### src/rtl/ks_vandana_fp_mul_seq.sv
// Iterative IEEE-754 single-precision multiplier: shift-and-add significand product,
// one partial product per cycle, truncating rounding, valid/ready on both sides.
module ks_vandana_fp_mul_seq #(
  parameter int MANT_W   = 24,
  parameter int EXP_BIAS = 127
) (
  input  logic        clk,
  input  logic        rst_n,
  input  logic        in_valid,
  output logic        in_ready,
  input  logic [31:0] a1,
  input  logic [31:0] b1,
  output logic        out_valid,
  input  logic        out_ready,
  output logic [31:0] c
);

  typedef enum logic [1:0] {IDLE, MUL, NORM, DONE} state_t;

  state_t                r_state;
  state_t                w_state_next;
  logic                  r_s;
  logic [MANT_W-1:0]     r_ma;
  logic [MANT_W-1:0]     r_mb;
  logic signed [9:0]     r_e;
  logic                  r_zero_a, r_zero_b, r_inf_a, r_inf_b;
  logic [2*MANT_W-1:0]   r_p;
  logic [4:0]            r_k;
  logic [31:0]           r_c;

  logic                  w_accept;
  logic                  w_handoff;
  logic signed [9:0]     w_e_sum;
  logic [2*MANT_W-1:0]   w_pp;
  logic signed [9:0]     w_e_norm;
  logic [22:0]           w_mant;
  logic [31:0]           w_c_norm;

  assign in_ready  = (r_state == IDLE);
  assign out_valid = (r_state == DONE);
  assign c         = r_c;

  assign w_accept  = in_valid && in_ready;
  assign w_handoff = out_valid && out_ready;

  // 10-bit signed so that sums below zero and above 255 survive for the range checks
  assign w_e_sum = $signed({2'b00, a1[30:23]}) + $signed({2'b00, b1[30:23]})
                   - 10'(EXP_BIAS);

  assign w_pp = r_mb[r_k] ? ({{MANT_W{1'b0}}, r_ma} << r_k) : '0;

  always_comb begin
    w_state_next = r_state;
    case (r_state)
      IDLE: if (w_accept) w_state_next = MUL;
      MUL:  if (r_k == 5'(MANT_W - 1)) w_state_next = NORM;
      NORM: w_state_next = DONE;
      DONE: if (w_handoff) w_state_next = IDLE;
      default: w_state_next = IDLE;
    endcase
  end

  always_comb begin
    w_e_norm = r_p[2*MANT_W-1] ? r_e + 10'sd1 : r_e;
    w_mant   = r_p[2*MANT_W-1] ? r_p[46:24] : r_p[45:23];
    // Special classes take priority over the range checks; NaN inputs behave as infinity
    if ((r_zero_a && r_inf_b) || (r_inf_a && r_zero_b))
      w_c_norm = 32'h7FC0_0000;
    else if (r_inf_a || r_inf_b)
      w_c_norm = {r_s, 8'hFF, 23'h0};
    else if (r_zero_a || r_zero_b)
      w_c_norm = {r_s, 31'h0};
    else if (w_e_norm >= 10'sd255)
      w_c_norm = {r_s, 8'hFF, 23'h0};
    else if (w_e_norm <= 10'sd0)
      w_c_norm = {r_s, 31'h0};
    else
      w_c_norm = {r_s, w_e_norm[7:0], w_mant};
  end

  always_ff @(posedge clk or negedge rst_n) begin
    if (!rst_n) begin
      r_state  <= IDLE;
      r_s      <= 1'b0;
      r_ma     <= '0;
      r_mb     <= '0;
      r_e      <= '0;
      r_zero_a <= 1'b0;
      r_zero_b <= 1'b0;
      r_inf_a  <= 1'b0;
      r_inf_b  <= 1'b0;
      r_p      <= '0;
      r_k      <= '0;
      r_c      <= '0;
    end else begin
      r_state <= w_state_next;
      case (r_state)
        IDLE: begin
          if (w_accept) begin
            r_s      <= a1[31] ^ b1[31];
            r_ma     <= {1'b1, a1[22:0]};
            r_mb     <= {1'b1, b1[22:0]};
            r_e      <= w_e_sum;
            r_zero_a <= (a1[30:23] == 8'h00);
            r_zero_b <= (b1[30:23] == 8'h00);
            r_inf_a  <= (a1[30:23] == 8'hFF);
            r_inf_b  <= (b1[30:23] == 8'hFF);
            r_p      <= '0;
            r_k      <= '0;
          end
        end
        MUL: begin
          r_p <= r_p + w_pp;
          r_k <= r_k + 5'd1;
        end
        NORM: r_c <= w_c_norm;
        default: ;
      endcase
    end
  end

endmodule
### config.mk
export PLATFORM = sky130hd
export DESIGN_NAME = ks_vandana_fp_mul_seq
export DESIGN_NICKNAME = d
export VERILOG_FILES = /design/src/rtl/ks_vandana_fp_mul_seq.sv
export SDC_FILE = /design/constraint.sdc
export NUM_CORES = 1
export LEC_CHECK = 0
export BUFFER_PORTS_ARGS = -buffer_cell sky130_fd_sc_hd__buf_2
export CAP_MARGIN = 20
export CORE_MARGIN = 2
export CORE_UTILIZATION = 40
export DETAILED_ROUTE_END_ITERATION = 12
export HOLD_SLACK_MARGIN = 0.15
export PLACE_DENSITY = 0.62
export SYNTH_ARGS = -nofsm -noshare
export SYNTH_HDL_FRONTEND = slang
export SYNTH_SLANG_ARGS = --single-unit
### constraint.sdc
create_clock -name clk -period 4.37 [get_ports clk]
set_input_delay 0.437 -clock clk [delete_from_list [all_inputs] [get_ports clk]]
set_output_delay 0.437 -clock clk [all_outputs]
set_load 0.005 [all_outputs]
==> results of run 1 <==
==> final cells by class <==
cell class                      count  area, um2
Timing Repair Buffer              250       1778
Fill cell                        2611      13430
Clock buffer                       19      442.9
Clock inverter                     13      193.9
Sequential cell                   149       3730
Tap cell                          378      473.0
Multi-Input combinational cell    988       7383
Inverter                           52      202.7
==> critical path: cells and delay by family (launching register included) <==
kind                       cells  cell delay [ns]
and+or+nand+nor                1             0.19
muxes                          2             1.04
adders and majority gates      2             0.55
buffers and inverters          3             0.43
AOI/OAI and AO/OA              7             1.47
DFF                            1             0.46
xor gates and xnor gates       1             0.11
==> state kept, by name (all words and copies together), names as in the netlist <==
signal,count
r_zero_a,1
r_zero_b,1
c,32
r_inf_a,1
r_k,5
r_state,2
r_inf_b,1
r_p,48
r_s,1
r_ma,24
r_e,10
r_mb,23
==> per-stage QoR <==
step,total power [mW],utilization [%],cells,area (um2)
2_1_floorplan,6.977,-,1271,11180
3_3_place_gp,9.700,46.41,1796,12820
3_5_place_dp,9.758,46.41,1796,12820
4_1_cts,11.54,49.09,1832,13560
5_1_grt,13.35,51.41,1849,14200
6_report,12.49,51.41,1849,14200
==> power groups by stage <==
stage | clock network (mW) | logic, mW | registers [mW]
after floorplan | 0 | 4.73 | 2.24
after global placement | 0 | 7.28 | 2.42
after detailed placement | 0 | 7.32 | 2.44
after CTS | 1.64 | 7.49 | 2.41
after global routing | 1.70 | 9.16 | 2.50
final | 1.62 | 8.45 | 2.42
==> cells in the mapped netlist, drive strengths merged (14+ instances only) <==
| master | instances |
|---|---|
| xnor2 | 31 |
| o21bai | 14 |
| inv | 50 |
| mux2i | 50 |
| mux4 | 16 |
| nand2 | 139 |
| clkbuf | 53 |
| mux2 | 62 |
| o21ai | 114 |
| buf | 29 |
| xor2 | 25 |
| a211oi | 17 |
| nor3 | 14 |
| nand4 | 21 |
| nand3 | 17 |
| a21oi | 93 |
| nor2 | 108 |
| o22ai | 28 |
| a21o | 32 |
| ha | 68 |
| dfrtp | 149 |
==> routing by layer <==
metal / track usage [%] / wire length [um]
met1: 30.14 / 15240
met2: 34.68 / 14570
met3: 2.776 / 1328
met4: 6.338 / 687
met5: 0 / 0
==> cell usage in the layout (no fill, tap or decap), types with 39 or more instances in the layout <==
master / count
mux2_2: 60
o21ai_0: 94
buf_2: 100
ha_1: 61
buf_4: 133
inv_1: 48
a21oi_1: 71
nor2_1: 99
dfrtp_1: 148
mux2i_1: 39
nand2_1: 133
==> cell families (layout without fill, tap and decap cells) <==
group                      after synthesis  count (layout)  synth area share [%]
adders and majority gates               70              70                 7.976
muxes                                  128             128                 13.96
xor gates and xnor gates                56              56                 4.391
AOI/OAI and AO/OA                      368             368                 20.52
DFF                                    149             149                 33.38
and+or+nand+nor                        366             366                 14.97
buffers and inverters                  134             334                 4.806
==> timing repair <==
item,CTS,global route
endpoints found under the hold margin,64,0
buffers inserted,3,14
gates resized for setup,18,108
gates cloned,0,3
pin swaps,14,35
hold buffers,1,0
setup endpoints to repair,16,27
==> worst paths after layout <==
check	end	slack, ns	start
max	r_p[38]$_DFFE_PN0P_	-0.03	r_k[0]$_DFFE_PN0P_
max in group asynchronous	c[14]$_DFFE_PN0P_	2.93	rst_n
max reg2reg	r_p[38]$_DFFE_PN0P_	-0.03	r_k[0]$_DFFE_PN0P_
min	r_ma[1]$_DFFE_PN0P_	0.23	a1[1]
min reg2reg	r_p[8]$_DFFE_PN0P_	0.49	r_p[8]$_DFFE_PN0P_
min in group asynchronous	r_mb[14]$_DFFE_PN0P_	0.57	rst_n
==> summary.md, run 1 <==
| Metric | Value |
|---|---|
| Outcome | finished with violations |
| Failing checks | negative setup slack |
| Yosys top cell by area | dfrtp_1 |
| Post-synth EDFFs | 0 |
| Std cell rows | 61 |
| Asr flop ratio synth | 100.0% |
| Avg Inst Size Synth | 8.788 um2 |
| Combinational fraction of design power | 67.6% |
| Share of post-route cells with drive strength above 1 | 31.68% |
| IO buf count | 101 |
| RSZ-0062 raised after global routing | yes |
| DRT Pass-1 Iters | 5 |
| Area grow syn2layout | 27.16% |
| Syn nets | 1409 |
| Post-DRT Antenna Nets | 0 |
| Die W | 171.1 um |
| Netlist Area Pre-Place | 11170 um2 |
| CTS tree | built |
| Global-route wire length before repair | 50160 um |
| Fin. max-slew vios | 0 |
| Grt total ovfl | 0 |
| CP max FO | 5 |
| Crit-path max cell delay | 0.52 ns |
| # setup viols final | 1 |
| Library cells used by synthesis | 68 |
| Clock Power Share | 12.9% |
| Top cells by area, synth | dfrtp_1 33%, ha_1 7.6%, mux2_2 6.3% |
| Leakage | 6.281 nW |
| Total Routing Usage GR | 21.49% |
| Pwr/cell area | 879.2 nW/um2 |
| Vias | 10170 |
| Cell-internal power | 6.922 mW |
| Final HPWL DP | 23460 um |
| Final wirelength | 31830 um |
| Slowest cell on the critical path | mux4_2 |
| Synth top area share | 33.38% |
| R2r worst-path depth | 16 |
| Largest net degree at the start of global routing | 86 |
| Yosys reg bits | 149 |
| Vias per cell | 5.498 |
| Fin Setup TNS | -0.03203 ns |
| Synth warn | 0 |
| Clk buf depth | 2 |
| Critical Path Sink Type | flop |
| Tmin final | 4.402 ns |
| Kind of critical path | reg2reg |
| Slew margin rel. | 34.66% |
| Sw Pwr | 5.566 mW |
| Worst-margin pin slew | 0.9801 ns |
| Seq/Total Area, Yosys | 33.38% |
| Antenna violations before repair | 0 |
| Worst path cell trace | mux4_2 > mux4_2 > and4_1 > ha_2 > fa_2 > a21o_1 > a221oi_4 > a21oi_2 > o311a_4 > o31ai_4 > buf_6 > o221ai_4 > buf_4 > buf_6 > xnor2_1 > o21ai_0 |
| Sequential Power Share | 19.4% |
| Die Area | 29280 um2 |
| Worst hold path type | in2reg |
| CTS buffer count | 17 |
| Placeable Area | 27630 um2 |
| Crit path launch type | flop |
| CTS H-tree lvls | 4 |
| Vias in the first global route | 9654 |
| DR WL/cell | 17.21 um |
| Peak Freq | 227.2 MHz |
| Clock transition at path regs | 0.07 ns |
| CTS Sinks | 149 |
| MaxCap Viol Count | 0 |
| Switching Share | 44.57% |
| Initial Util | 40.43% |
| Hold path cells | 2 |
| Die Y | 171.1 um |
| Worst skew pair latency | 0.44 ns |
| Num ports | 102 |
| Final period util | 100.7% |
| Top FF cell, synth | dfrtp_1 |
| CP Data Required Time | 4.65 ns |
| Final hold slack | 0.2307 ns |
| Layout Nets | 1596 |
| Pre-CTS WS | -0.2013 ns |
| Worst clock skew | 0.01329 ns |
| Syn Inst Count | 1271 |
| Root buf cell | clkbuf_16 |
| Final hold viol count | 0 |
| Critical path arrival | 4.68 ns |
| N_diodes | 0 |
| Worst VDD drop | 0.0004035 V |
| Final worst slack | -0.03203 ns |
| RePlAce Congestion | 0.9509 |
| Iteration-0 DRC Markers | 702 |
| Residual DRC | 0 |
Power figures use the tool's default switching activity.
==> inputs of run 2 (changes only) <==
PLACE_DENSITY = 0.69   (was 0.62)
clock period = 3.6 ns   (was 4.37 ns; I/O delays follow)
==> summary.md, run 2 (same netlist as run 1, synthesis figures left out) <==
| Metric | Value |
|---|---|
| Max reg flops | 48 (unchanged) |
| CTS tree | built (unchanged) |
| Vias in the first global route | 10840 (was 9654) |
| Worst clock skew | 0.01554 ns (was 0.01329 ns) |
| Pwr/cell area | 1094 nW/um2 (was 879.2 nW/um2) |
| Final worst slack | -0.7677 ns (was -0.03203 ns) |
| Vias per cell | 5.508 (was 5.498) |
| Clock transition at path regs | 0.07 ns (about the same) |
| MaxCap Viol Count | 0 (unchanged) |
| Peak Freq | 229.0 MHz (was 227.2 MHz) |
| Crit-path max cell delay | 0.48 ns (was 0.52 ns) |
| Global-route wire length before repair | 55200 um (was 50160 um) |
| Num ports | 102 (unchanged) |
| Vias | 10980 (was 10170) |
| Initial Util | 40.43% (unchanged) |
| CTS H-tree lvls | 4 (unchanged) |
| Final HPWL DP | 25140 um (was 23460 um) |
| Top reg by flops | r_p (unchanged) |
| Root buf cell | clkbuf_16 (unchanged) |
| Area grow syn2layout | 38.86% (was 27.16%) |
| Slowest cell on the critical path | mux4_2 (unchanged) |
| Final wirelength | 34720 um (was 31830 um) |
| Failing checks | negative setup slack (unchanged) |
| Placed cell count | 1925 (was 1796) |
| Worst VDD drop | 0.0005256 V (was 0.0004035 V) |
| Sw Pwr | 7.534 mW (was 5.566 mW) |
| N_diodes | 0 (unchanged) |
| Tmin final | 4.368 ns (was 4.402 ns) |
| Total Routing Usage GR | 23.45% (was 21.49%) |
| Non-filler cells, final | 1994 (was 1849) |
| RSZ-0062 raised after global routing | yes (unchanged) |
| Final period util | 121.3% (was 100.7%) |
| Placeable Area | 27630 um2 (unchanged) |
| Std cell rows | 61 (unchanged) |
| Grt total ovfl | 0 (unchanged) |
| Residual DRC | 0 (unchanged) |
| CTS Sinks | 149 (unchanged) |
| Worst Path Buf+Inv | 5 (was 3) |
| Leakage | 7.022 nW (was 6.281 nW) |
| Share of post-route cells with drive strength above 1 | 40.16% (was 31.68%) |
| Clock Power Share | 10.6% (was 12.9%) |
| DR WL/cell | 17.41 um (was 17.21 um) |
| Slew margin rel. | 36.32% (was 34.66%) |
| Die Y | 171.1 um (unchanged) |
| Kind of critical path | reg2reg (unchanged) |
| Antenna violations before repair | 0 (unchanged) |
| DRT Pass-1 Iters | 5 (unchanged) |
| Cell-internal power | 9.433 mW (was 6.922 mW) |
| Worst hold path type | in2reg (unchanged) |
| Combinational fraction of design power | 72.1% (was 67.6%) |
| Clk buf depth | 2 (unchanged) |
| RePlAce Congestion | 0.9599 (was 0.9509) |
| Sequential Power Share | 17.3% (was 19.4%) |
| Post-DRT Antenna Nets | 0 (unchanged) |
| CP Data Required Time | 3.87 ns (was 4.65 ns) |
| Worst skew pair latency | 0.44 ns (about the same) |
| Outcome | finished with violations (unchanged) |
| CP max FO | 7 (was 5) |
| Crit path launch type | flop (unchanged) |
| Final core utilization | 56.14% (was 51.41%) |
| Worst path cell trace | buf_12 > buf_12 > clkbuf_16 > mux4_2 > mux2i_2 > nand2_1 > o21ai_2 > nor2_1 > a31oi_1 > nor2_1 > ha_1 > buf_4 > nand4_1 > nor4_2 > a22o_1 > and3_1 > a21oi_2 > o21ai_2 > buf_4 > xnor2_2 > o21ai_0 (was mux4_2 > mux4_2 > and4_1 > ha_2 > fa_2 > a21o_1 > a221oi_4 > a21oi_2 > o311a_4 > o31ai_4 > buf_6 > o221ai_4 > buf_4 > buf_6 > xnor2_1 > o21ai_0) |
| Switching Share | 44.40% (was 44.57%) |
| Die Area | 29280 um2 (unchanged) |
| CTS buffer count | 17 (unchanged) |
| Final hold viol count | 0 (unchanged) |
| Final hold slack | 0.1513 ns (was 0.2307 ns) |
| # setup viols final | 41 (was 1) |
| Most frequent cells in the layout | 267 x buf_4, 148 x dfrtp_1, 129 x nand2_1 (was 148 x dfrtp_1, 133 x nand2_1, 133 x buf_4) |
| IO buf count | 101 (unchanged) |
| Layout Nets | 1741 (was 1596) |
| Largest delay share family, worst path | compound AO/OA/AOI/OAI gates (unchanged) |
| Largest net degree at the start of global routing | 87 (was 86) |
| Leading cell type in the layout, fill and taps excluded | buf_4 (was dfrtp_1) |
| Iteration-0 DRC Markers | 853 (was 702) |
| Die W | 171.1 um (unchanged) |
| Fin. max-slew vios | 0 (unchanged) |
| Critical path arrival | 4.64 ns (was 4.68 ns) |
| Worst-margin pin slew | 0.9518 ns (was 0.9801 ns) |
| Critical Path Sink Type | flop (unchanged) |
-- run 2: cell types whose count changed in the layout (fill, tap and decap cells not counted), sizes merged --
cell and delta:
bufbuf +1, bufinv -3, buf +141, clkinvlp -1, dlygate4sd3 +4, clkinv +2
clkbuf -3, inv +3, and2 +1
-- run 2: metrics by stage --
step	setup WS (ns)	TNS (ns)	area (um2)	power [mW]
finish	-0.7677	-20.12	15510	16.97
global route	-0.9031	-25.08	15510	18.05
CTS	-0.6875	-16.10	14990	15.76
detailed placement	-0.7388	-18.72	13930	13.28
global placement	-0.6629	-15.44	13930	13.05
floorplan	-0.6944	-12.25	11350	8.829
-- run 2: final cells by class --
cell class,instances,area (um2)
Sequential cell,149,3730
Tap cell,378,473.0
Clock inverter,14,141.4
Clock buffer,18,429.2
Timing Repair Buffer,394,2890
Fill cell,2409,12120
Multi-Input combinational cell,989,7647
Inverter,52,198.9
-- run 2: final timing paths --
check | startpoint | endpoint | slack [ns] | cells after the start
setup / recovery | r_k[0]$_DFFE_PN0P_ | r_p[36]$_DFFE_PN0P_ | -0.77 | 21
hold / removal | b1[19] | r_mb[19]$_DFFE_PN0P_ | 0.15 | 2
setup reg to reg | r_k[0]$_DFFE_PN0P_ | r_p[36]$_DFFE_PN0P_ | -0.77 | 21
hold reg to reg | r_p[10]$_DFFE_PN0P_ | r_p[10]$_DFFE_PN0P_ | 0.50 | 2
max in group asynchronous | rst_n | c[13]$_DFFE_PN0P_ | 2.19 | 3
min in group asynchronous | rst_n | r_p[24]$_DFFE_PN0P_ | 0.56 | 2
-- run 2: timing repair --
| action | in CTS | in global routing |
|---|---|---|
| pin swaps | 35 | 28 |
| hold buffers | 3 | 2 |
| setup buffers | 13 | 17 |
| resized for setup | 80 | 75 |
| setup endpoints to repair | 37 | 42 |
| hold endpoints to repair | 86 | 2 |
| gates cloned | 2 | 1 |
-- run 2: power groups by stage --
stage / Sequential, mW / Clock [mW] / Combinational (mW)
final: 2.93 / 1.79 / 12.2
after global placement: 2.92 / 0 / 10.1
after floorplan: 2.72 / 0 / 6.10
after CTS: 2.93 / 1.81 / 11.0
after detailed placement: 2.95 / 0 / 10.3
after global routing: 3.02 / 1.89 / 13.1
-- run 2: layer usage --
metal / track usage (%) / part of all wire (%)
met5: 0 / 0
met4: 7.553 / 2.2
met3: 3.470 / 4.7
met2: 38.71 / 48
met1: 31.59 / 45
==> inputs of run 3 (changes only) <==
PLACE_DENSITY = not set   (was 0.69)
PLACE_DENSITY_LB_ADDON = 0.3   (was not set)
==> summary.md, run 3 (same netlist as run 1, synthesis figures left out) <==
| Metric | Value |
|---|---|
| DR WL/cell | 16.69 um (was 17.41 um) |
| Critical path arrival | 4.68 ns (was 4.64 ns) |
| Die W | 171.1 um (unchanged) |
| Num ports | 102 (unchanged) |
| Kind of critical path | reg2reg (unchanged) |
| Peak Freq | 227.4 MHz (was 229.0 MHz) |
| Crit-path max cell delay | 0.53 ns (was 0.48 ns) |
| Pwr Total | 16.93 mW (was 16.97 mW) |
| Die Y | 171.1 um (unchanged) |
| Pre-CTS WS | -0.8343 ns (was -0.7388 ns) |
| CTS buffer count | 17 (unchanged) |
| Failing checks | negative setup slack (unchanged) |
| RePlAce Congestion | 0.9460 (was 0.9599) |
| Worst hold path type | in2reg (unchanged) |
| Initial Util | 40.43% (unchanged) |
| Clk buf depth | 2 (unchanged) |
| Worst VDD drop | 0.0004397 V (was 0.0005256 V) |
| Leakage | 7.203 nW (was 7.022 nW) |
| Leading cell type in the layout, fill and taps excluded | buf_4 (unchanged) |
| Clock transition at path regs | 0.08 ns (was 0.07 ns) |
| Pwr/cell area | 1065 nW/um2 (was 1094 nW/um2) |
| MaxCap Viol Count | 0 (unchanged) |
| CTS tree | built (unchanged) |
| Outcome | finished with violations (unchanged) |
| Final worst slack | -0.7969 ns (was -0.7677 ns) |
| Post-DRT Antenna Nets | 0 (unchanged) |
| Antenna violations before repair | 1 (was 0) |
| Worst Path Buf+Inv | 2 (was 5) |
| Vias in the first global route | 10740 (was 10840) |
| Share of post-route cells with drive strength above 1 | 39.41% (was 40.16%) |
| Die Area | 29280 um2 (unchanged) |
| Std cell rows | 61 (unchanged) |
| Residual DRC | 0 (unchanged) |
| FF/Latch Area | 3730 um2 (unchanged) |
| Layout Nets | 1782 (was 1741) |
| Total Routing Usage GR | 23.61% (was 23.45%) |
| Slowest cell on the critical path | mux4_2 (unchanged) |
| # setup viols final | 41 (unchanged) |
| Multi-input logic area | 7652 um2 (was 7647 um2) |
| Slew margin rel. | 39.02% (was 36.32%) |
| Final period util | 122.1% (was 121.3%) |
| DRT Pass-1 Iters | 5 (unchanged) |
| Worst path cell trace | buf_12 > mux4_2 > mux4_2 > and4_1 > ha_2 > fa_2 > a21o_1 > a221oi_4 > a21oi_2 > o311a_4 > o31ai_2 > buf_4 > o221ai_4 > a21oi_2 > xor2_1 > o21ai_1 (was buf_12 > buf_12 > clkbuf_16 > mux4_2 > mux2i_2 > nand2_1 > o21ai_2 > nor2_1 > a31oi_1 > nor2_1 > ha_1 > buf_4 > nand4_1 > nor4_2 > a22o_1 > and3_1 > a21oi_2 > o21ai_2 > buf_4 > xnor2_2 > o21ai_0) |
| Global-route wire length before repair | 55220 um (was 55200 um) |
| Grt total ovfl | 0 (unchanged) |
| Crit path launch type | flop (unchanged) |
| Worst clock skew | 0.01029 ns (was 0.01554 ns) |
| Most frequent cells in the layout | 282 x buf_4, 148 x dfrtp_1, 129 x nand2_1 (was 267 x buf_4, 148 x dfrtp_1, 129 x nand2_1) |
| CP Data Required Time | 3.89 ns (was 3.87 ns) |
| Final HPWL DP | 25380 um (was 25140 um) |
| Fin. max-slew vios | 0 (unchanged) |
| Tmin final | 4.397 ns (was 4.368 ns) |
| Iteration-0 DRC Markers | 818 (was 853) |
| Top reg by flops | r_p (unchanged) |
| Root buf cell | clkbuf_16 (unchanged) |
| Largest net degree at the start of global routing | 78 (was 87) |
| CTS Sinks | 149 (unchanged) |
| Critical Path Sink Type | flop (unchanged) |
| Area grow syn2layout | 42.32% (was 38.86%) |
| N_diodes | 0 (unchanged) |
| Final wirelength | 33960 um (was 34720 um) |
| CTS H-tree lvls | 4 (unchanged) |
| Final hold viol count | 0 (unchanged) |
| RSZ-0062 raised after global routing | yes (unchanged) |
| Worst skew pair latency | 0.44 ns (about the same) |
| Vias per cell | 5.371 (was 5.508) |
| Vias | 10930 (was 10980) |
| Max reg flops | 48 (unchanged) |
| Largest delay share family, worst path | compound AO/OA/AOI/OAI gates (unchanged) |
| Placeable Area | 27630 um2 (unchanged) |
| IO buf count | 101 (unchanged) |
| Worst-margin pin slew | 0.9115 ns (was 0.9518 ns) |
| CP max FO | 4 (was 7) |
| Final core utilization | 57.54% (was 56.14%) |
| Fill cell count | 2405 (was 2409) |
-- run 3: layer usage --
metal  up-vias  GRT usage [%]  wire (um)
met1      5233          32.02      15520
met2       297          38.97      15890
met5         -              0         13
li1       5340              -          -
met3        57          3.308       1717
met4         2          7.443        822
-- run 3: per-stage QoR --
stage	hold WS [ns]	area [um2]	TNS (ns)	std cells
2_1_floorplan	0.06441	11350	-12.25	1271
3_3_place_gp	0.4316	14000	-17.74	1935
3_5_place_dp	0.4355	14000	-19.39	1935
4_1_cts	0.1502	15270	-18.26	2014
5_1_grt	0.1528	15900	-26.14	2035
6_report	0.1554	15900	-21.33	2035
-- run 3: worst paths after layout --
path | from | endpoint | slack, ns | cells past startpoint
worst min-delay path | a1[13] | r_ma[13]$_DFFE_PN0P_ | 0.16 | 2
worst max register to register | r_k[0]$_DFFE_PN0P_ | r_p[46]$_DFFE_PN0P_ | -0.80 | 16
max in group asynchronous | rst_n | c[15]$_DFFE_PN0P_ | 2.26 | 3
worst max-delay path | r_k[0]$_DFFE_PN0P_ | r_p[46]$_DFFE_PN0P_ | -0.80 | 16
min in group asynchronous | rst_n | c[1]$_DFFE_PN0P_ | 0.51 | 2
worst min register to register | r_p[4]$_DFFE_PN0P_ | r_p[4]$_DFFE_PN0P_ | 0.50 | 2
-- run 3: power breakdown --
group / internal [mW] / switching [mW] / leakage, nW
Sequential: 2.33 / 0.602 / 1.90
Clock: 0.943 / 0.915 / 0.296
Combinational: 6.19 / 5.95 / 5.01
-- run 3: timing repair --
action	4_1_cts	5_1_grt
hold endpoints to repair	101	1
endpoints found under the setup margin	38	42
pin swaps	33	52
hold buffers	27	1
resized for setup	61	99
cloned	1	0
buffers inserted	21	26
-- run 3: cell type report --
| class | count | share of cell area [%] |
|---|---|---|
| clock buffer | 17 | 2.676 |
| clock inverter | 15 | 1.133 |
| inverter | 52 | 1.228 |
| multi-input combinational | 989 | 48.14 |
| sequential | 149 | 23.46 |
| tap | 378 | 2.975 |
| timing repair buffer | 435 | 20.39 |
